$ cat src/rtl/exe_pkg.sv
// rtl/exe_pkg.sv - shared widths, opcodes, multiplier states and EXE/MEM slot type for exe_stage
package exe_pkg;

  localparam int DATA_W = 16;
  localparam int REG_W  = 3;
  localparam int PC_W   = 6;
  localparam int LB_W   = 8;

  localparam logic [3:0] OP_NOP  = 4'h0;
  localparam logic [3:0] OP_ADD  = 4'h1;
  localparam logic [3:0] OP_SUB  = 4'h2;
  localparam logic [3:0] OP_AND  = 4'h3;
  localparam logic [3:0] OP_OR   = 4'h4;
  localparam logic [3:0] OP_XOR  = 4'h5;
  localparam logic [3:0] OP_SLL  = 4'h6;
  localparam logic [3:0] OP_SRL  = 4'h7;
  localparam logic [3:0] OP_ADDI = 4'h8;
  localparam logic [3:0] OP_LB   = 4'h9;
  localparam logic [3:0] OP_LW   = 4'hA;
  localparam logic [3:0] OP_SW   = 4'hB;
  localparam logic [3:0] OP_BEQ  = 4'hC;
  localparam logic [3:0] OP_MUL  = 4'hD;

  typedef enum logic [1:0] {
    MUL_IDLE = 2'd0,
    MUL_RUN  = 2'd1,
    MUL_DONE = 2'd2
  } mul_state_t;

  // Contents of the EXE/MEM output register; all-zero is a bubble.
  typedef struct packed {
    logic              valid;
    logic              wr_en;
    logic              is_load;
    logic              is_store;
    logic [REG_W-1:0]  rd;
    logic [DATA_W-1:0] result;
    logic [DATA_W-1:0] store_val;
    logic              bra_taken;
    logic [PC_W-1:0]   bra_pc;
  } exe_mem_t;

endpackage

$ cat src/rtl/exe_mul_seq.sv
// rtl/exe_mul_seq.sv - 16-bit iterative shift-add multiplier (built only when EXE_MUL_EN is defined)
`ifdef EXE_MUL_EN
import exe_pkg::*;

module exe_mul_seq (
  input  logic              clock,
  input  logic              reset,
  input  logic              start,
  input  logic [DATA_W-1:0] a,
  input  logic [DATA_W-1:0] b,
  output logic              idle,
  output logic              busy,
  output logic              done,
  output logic [DATA_W-1:0] product
);

  mul_state_t        state, state_next;
  logic [DATA_W-1:0] mcand, mplr, acc;
  logic [3:0]        count;

  always_ff @(posedge clock) begin
    if (reset) begin
      state <= MUL_IDLE;
    end else begin
      state <= state_next;
    end
  end

  always_comb begin
    state_next = state;
    case (state)
      MUL_IDLE: if (start) state_next = MUL_RUN;
      MUL_RUN:  if (count == 4'd15) state_next = MUL_DONE;
      MUL_DONE: state_next = MUL_IDLE;
      default:  state_next = MUL_IDLE;
    endcase
  end

  // One multiplier bit per RUN cycle; only the low 16 product bits are kept.
  always_ff @(posedge clock) begin
    if (reset) begin
      mcand <= '0;
      mplr  <= '0;
      acc   <= '0;
      count <= '0;
    end else begin
      case (state)
        MUL_IDLE: begin
          if (start) begin
            mcand <= a;
            mplr  <= b;
            acc   <= '0;
            count <= '0;
          end
        end
        MUL_RUN: begin
          if (mplr[0]) acc <= acc + mcand;
          mcand <= mcand << 1;
          mplr  <= mplr >> 1;
          count <= count + 4'd1;
        end
        default: ;
      endcase
    end
  end

  assign idle    = (state == MUL_IDLE);
  assign busy    = (state == MUL_RUN);
  assign done    = (state == MUL_DONE);
  assign product = acc;

endmodule
`endif

$ cat src/rtl/exe_stage.sv
// rtl/exe_stage.sv - execute stage with forwarding and EXE/MEM register; EXE_MUL_EN enables the multiplier
import exe_pkg::*;

module exe_stage (
  input  logic              clock,
  input  logic              reset,
  input  logic              exe_valid,
  input  logic [3:0]        exe_op,
  input  logic [DATA_W-1:0] exe_reg1_val,
  input  logic [DATA_W-1:0] exe_reg2_val,
  input  logic [REG_W-1:0]  exe_rs,
  input  logic [REG_W-1:0]  exe_rt,
  input  logic [REG_W-1:0]  exe_rd,
  input  logic [LB_W-1:0]   exe_lb_const,
  input  logic [DATA_W-1:0] exe_se_const,
  input  logic [PC_W-1:0]   exe_bra_pc,
  input  logic              wb_wr_en,
  input  logic [REG_W-1:0]  wb_rd,
  input  logic [DATA_W-1:0] wb_result,
  output logic              stall,
  output logic              mem_valid,
  output logic              mem_wr_en,
  output logic              mem_is_load,
  output logic              mem_is_store,
  output logic [REG_W-1:0]  mem_rd,
  output logic [DATA_W-1:0] mem_result,
  output logic [DATA_W-1:0] mem_store_val,
  output logic              mem_bra_taken,
  output logic [PC_W-1:0]   mem_bra_pc
);

  exe_mem_t          out_q, out_d;
  logic [DATA_W-1:0] op_a, op_b;
  logic              mul_done;
  logic [DATA_W-1:0] mul_product;
  logic              fwd_ok;

  // Loads are excluded from the own-register path: their data only exists after MEM.
  assign fwd_ok = out_q.valid && out_q.wr_en && !out_q.is_load;

  always_comb begin
    op_a = exe_reg1_val;
    if (exe_rs != '0 && fwd_ok && out_q.rd == exe_rs) begin
      op_a = out_q.result;
    end else if (exe_rs != '0 && wb_wr_en && wb_rd == exe_rs) begin
      op_a = wb_result;
    end
  end

  always_comb begin
    op_b = exe_reg2_val;
    if (exe_rt != '0 && fwd_ok && out_q.rd == exe_rt) begin
      op_b = out_q.result;
    end else if (exe_rt != '0 && wb_wr_en && wb_rd == exe_rt) begin
      op_b = wb_result;
    end
  end

`ifdef EXE_MUL_EN
  logic mul_start, mul_idle, mul_busy;

  assign mul_start = exe_valid && (exe_op == OP_MUL);

  exe_mul_seq u_mul (
    .clock   (clock),
    .reset   (reset),
    .start   (mul_start),
    .a       (op_a),
    .b       (op_b),
    .idle    (mul_idle),
    .busy    (mul_busy),
    .done    (mul_done),
    .product (mul_product)
  );

  assign stall = (mul_idle && mul_start) || mul_busy;
`else
  assign stall       = 1'b0;
  assign mul_done    = 1'b0;
  assign mul_product = '0;
`endif

  always_comb begin
    out_d = '0;
    if (mul_done) begin
      out_d.valid  = 1'b1;
      out_d.wr_en  = 1'b1;
      out_d.rd     = exe_rd;
      out_d.result = mul_product;
    end else if (exe_valid && !stall) begin
      out_d.valid = 1'b1;
      case (exe_op)
        OP_ADD:  begin out_d.wr_en = 1'b1; out_d.result = op_a + op_b; end
        OP_SUB:  begin out_d.wr_en = 1'b1; out_d.result = op_a - op_b; end
        OP_AND:  begin out_d.wr_en = 1'b1; out_d.result = op_a & op_b; end
        OP_OR:   begin out_d.wr_en = 1'b1; out_d.result = op_a | op_b; end
        OP_XOR:  begin out_d.wr_en = 1'b1; out_d.result = op_a ^ op_b; end
        OP_SLL:  begin out_d.wr_en = 1'b1; out_d.result = op_a << op_b[3:0]; end
        OP_SRL:  begin out_d.wr_en = 1'b1; out_d.result = op_a >> op_b[3:0]; end
        OP_ADDI: begin out_d.wr_en = 1'b1; out_d.result = op_a + exe_se_const; end
        OP_LB:   begin out_d.wr_en = 1'b1; out_d.result = {8'h00, exe_lb_const}; end
        OP_LW: begin
          out_d.wr_en   = 1'b1;
          out_d.is_load = 1'b1;
          out_d.result  = op_a + exe_se_const;
        end
        OP_SW: begin
          out_d.is_store  = 1'b1;
          out_d.result    = op_a + exe_se_const;
          out_d.store_val = op_b;
        end
        OP_BEQ: begin
          if (op_a == op_b) begin
            out_d.bra_taken = 1'b1;
            out_d.bra_pc    = exe_bra_pc;
          end
        end
        default: ;
      endcase
      if (out_d.wr_en) out_d.rd = exe_rd;
    end
  end

  always_ff @(posedge clock) begin
    if (reset) begin
      out_q <= '0;
    end else begin
      out_q <= out_d;
    end
  end

  assign mem_valid     = out_q.valid;
  assign mem_wr_en     = out_q.wr_en;
  assign mem_is_load   = out_q.is_load;
  assign mem_is_store  = out_q.is_store;
  assign mem_rd        = out_q.rd;
  assign mem_result    = out_q.result;
  assign mem_store_val = out_q.store_val;
  assign mem_bra_taken = out_q.bra_taken;
  assign mem_bra_pc    = out_q.bra_pc;

endmodule

$ cat config.mk
export PLATFORM = sky130hd
export DESIGN_NAME = exe_stage
export DESIGN_NICKNAME = d
export VERILOG_FILES = /design/src/rtl/exe_pkg.sv /design/src/rtl/exe_mul_seq.sv /design/src/rtl/exe_stage.sv
export SDC_FILE = /design/constraint.sdc
export NUM_CORES = 1
export LEC_CHECK = 0
export BUFFER_PORTS_ARGS = -buffer_cell sky130_fd_sc_hd__buf_2
export CAP_MARGIN = 10
export CELL_PAD_IN_SITES_DETAIL_PLACEMENT = 0
export CELL_PAD_IN_SITES_GLOBAL_PLACEMENT = 1
export CORE_MARGIN = 2
export CORE_UTILIZATION = 40
export DETAILED_ROUTE_END_ITERATION = 7
export PLACE_DENSITY = 0.87
export SLEW_MARGIN = 30
export SYNTH_ARGS = -nofsm -noshare
export SYNTH_HDL_FRONTEND = slang
export SYNTH_SLANG_ARGS = --single-unit
$ cat constraint.sdc
create_clock -name clock -period 8.3 [get_ports clock]
set_input_delay 2.49 -clock clock [delete_from_list [all_inputs] [get_ports clock]]
set_output_delay 2.49 -clock clock [all_outputs]
set_load 0.01 [all_outputs]
==> summary.md <==
| Metric | Value |
|---|---|
| First-pass GRT wire length | 37.2 mm |
| Vias in the first global route | 6598 |
| Longest Clk Path Bufs | 2 |
| DP HPWL | 19.2 mm |
| Final TNS setup | 0 ns |
| FFs w/ async S/R, synth | 0% |
| Synth area leader | dfxtp_1 |
| Status | completed |
| Area Growth Syn to Fin | 19.5% |
| Synth Flop Type | dfxtp_1 |
| Cell Area, Synth | 6110 um2 |
| Total grt overflow | 0 |
| LEAKAGE | 3.32 nW |
| Sequential-to-total area share from yosys stat | 15.1% |
| Final period util | 82.5% |
| Yosys cell types | 72 |
| Reg-to-reg slack, setup | 3.36 ns |
| RR Endpoint | mem_result[14] |
| Depth of the worst hold-timing path | 2 |
| RSZ-0062 raised after global routing | false |
| Inst Count DP | 1149 |
| Mapped Cells | 828 |
| HP Class | reg2reg |
| Fmax | 146 MHz |
| Post-Route WL | 24.1 mm |
| CP Max Fanout | 17 |
| FF-to-FF path depth | 16 |
| Remaining DRCs | 0 |
| Die Area | 16300 um2 |
| H-tree Lvls | 2 |
| Number of synthesized flops with an enable pin | 0 |
| Launch point of the worst reg-to-reg path | mem_rd[2] |
| CP endpoint kind | register |
| Hold-fix buffers, CTS | 0 |
| Slew Viols, Final | 0 |
| Worst-Margin Slew | 1.02 ns |
| Top cells by count, synth | nand2_1 (87), o21ai_0 (73), nor2_1 (70) |
| Count leader, synth | nand2_1 |
| Initial core utilization | 40.5% |
| Drt first pass iters | 5 |
| Syn Nets | 991 |
| Drt wl/cell | 20.8 um |
| Clock Skew | 0.00931 ns |
| Pwr/cell area | 131 nW/um2 |
| Rel. slew slack | 31.9% |
| Num ports | 145 |
| Starting DRC count in detailed routing | 572 |
| Post-CTS resize count | 0 |
| Largest net degree at the start of global routing | 32 |
| Worst setup SP type | primary input |
| Final GP Congestion | 0.976 |
| Req. time, crit path | 8.49 ns |
| Post-synth top area share | 15.1% |
| Final Non-Filler Cells | 1156 |
| CTS tree | built |
| Port bufs | 143 |
| Hold Path End | mem_store_val[9] |
| Share of layout cells above drive strength 1 | 22.4% |
| Synth area leaders | dfxtp_1 (15%), ha_1 (13%), mux2i_1 (9.2%), o21ai_0 (6.0%), nand2_1 (5.3%) |
| Mapped Avg Cell Area | 7.38 um2 |
| WS Path Type | in2reg |
| Row count | 45 |
| Clock buffer count from CTS | 5 |
| #FFs+latches synth | 46 |
| Clock Latency Late Sink | 0.29 ns |
| Clock Tree Root | clkbuf_16 |
| Synth warnings | 0 |
| Core area | 15100 um2 |
| Die height | 128 um |
| Worst Hold Launch | mem_result[9] |
| Min Tclk post-route | 6.85 ns |
| Via count | 6961 |
| Die W | 128 um |
| Total of max-cap violations | 0 |
| Final setup viols | 0 |
| Antenna violations before repair | 0 |
| # Post-CTS Setup Buffers | 0 |
| # nets final | 1131 |
| Clk slew on worst S/H paths | 0.07 ns |
| Sink Count | 46 |
| GRT Total Usage | 28.9% |
| Antenna Violating Nets Remaining | 0 |
| N_diodes | 0 |
| Final Hold Vio Count | 0 |
| Worst VDD drop | 67.4 uV |
| WP data arrival | 7.04 ns |
| DR vias/cell | 6.02 |
[sequential cells by signal, summed over array words and instances (netlist names)]
name           cells
mem_is_store       1
mem_valid          1
mem_wr_en          1
mem_store_val     16
mem_is_load        1
mem_bra_pc         6
mem_rd             3
mem_result        16
mem_bra_taken      1
[through the flow]
step                hold WS, ns  power, mW  cell area (um2)  setup slack [ns]  utilization (%)
finish                    0.741      0.953             7300              1.45             48.4
global route              0.794       1.01             7300              1.08             48.4
CTS                       0.745      0.944             7300              1.41             48.4
detailed placement        0.715      0.710             7130              1.14             47.2
global placement          0.723      0.711             7120              1.28             47.2
floorplan                 0.655      0.559             6110              1.72                -
[routing by layer]
layer / vias up / track usage [%] / share of wire [%]
li1: 3322 / - / -
met2: 406 / 46.4 / 45
met1: 3185 / 39.6 / 44
met5: - / 0 / 0
met3: 48 / 3.69 / 8.8
met4: 0 / 10.6 / 2.7
[power by group]
| group | total [mW] | internal, mW | switching (mW) |
|---|---|---|---|
| logic | 0.485 | 0.193 | 0.292 |
| clock network | 0.235 | 0.149 | 0.0858 |
| registers | 0.234 | 0.227 | 0.00697 |
[cell usage in the layout, fill, tap and decap left out, drive strengths merged, types with 12 or more instances in the layout]
cell      n
nand2b   12
nand2    87
ha       64
nor3     15
xnor2    22
o21ai    74
nor2     70
a21oi    37
o211ai   14
buf     176
inv      49
a31oi    27
nand3    33
a22oi    18
dfxtp    46
a211oi   24
mux2i    57
[worst max-delay path by stage]
stage               depth (start not counted)             end  slack (ns)      start
detailed placement                         15  mem_result[14]        1.14  exe_rt[1]
finish                                     17  mem_result[14]        1.45  exe_rs[2]
CTS                                        15  mem_result[14]        1.41  exe_rt[1]
global placement                           15  mem_result[14]        1.28  exe_rt[1]
global route                               17  mem_result[14]        1.08  exe_rs[2]
floorplan                                  19  mem_result[14]        1.72  exe_rt[1]
[critical path, cell delays in order]
cell	delay [ns]
buf_2	0.13
or3b_1	0.36
a211o_1	0.50
a21o_1	0.46
a31oi_1	0.74
ha_1	0.27
inv_1	0.05
ha_1	0.18
o21ba_2	0.19
o21a_1	0.17
o21ai_0	0.25
a31oi_1	0.20
a221oi_1	0.47
nor4b_1	0.11
a31oi_1	0.16
o21ai_0	0.09
o21a_1	0.20
[final cells by class]
class	instances	area, um2
clock inverter	1	30.0
fill	1565	7790
clock buffer	6	139
multi-input combinational	690	4830
timing repair buffer	176	963
tap	188	235
inverter	49	186
sequential	46	921
[cell families (layout without fill, tap and decap cells)]
logic type | Yosys count | count (layout) | share of synthesized area (%)
mux | 65 | 65 | 11.4
flops | 46 | 46 | 15.1
other cells | 1 | 1 | 0.0614
buf+inv | 92 | 232 | 6.31
fa+ha+maj | 65 | 65 | 13.4
xor+xnor | 32 | 32 | 4.59
simple gates | 263 | 263 | 20.1
compound gates | 264 | 264 | 29.1
Note: power is estimated with default switching activity, not from simulation.
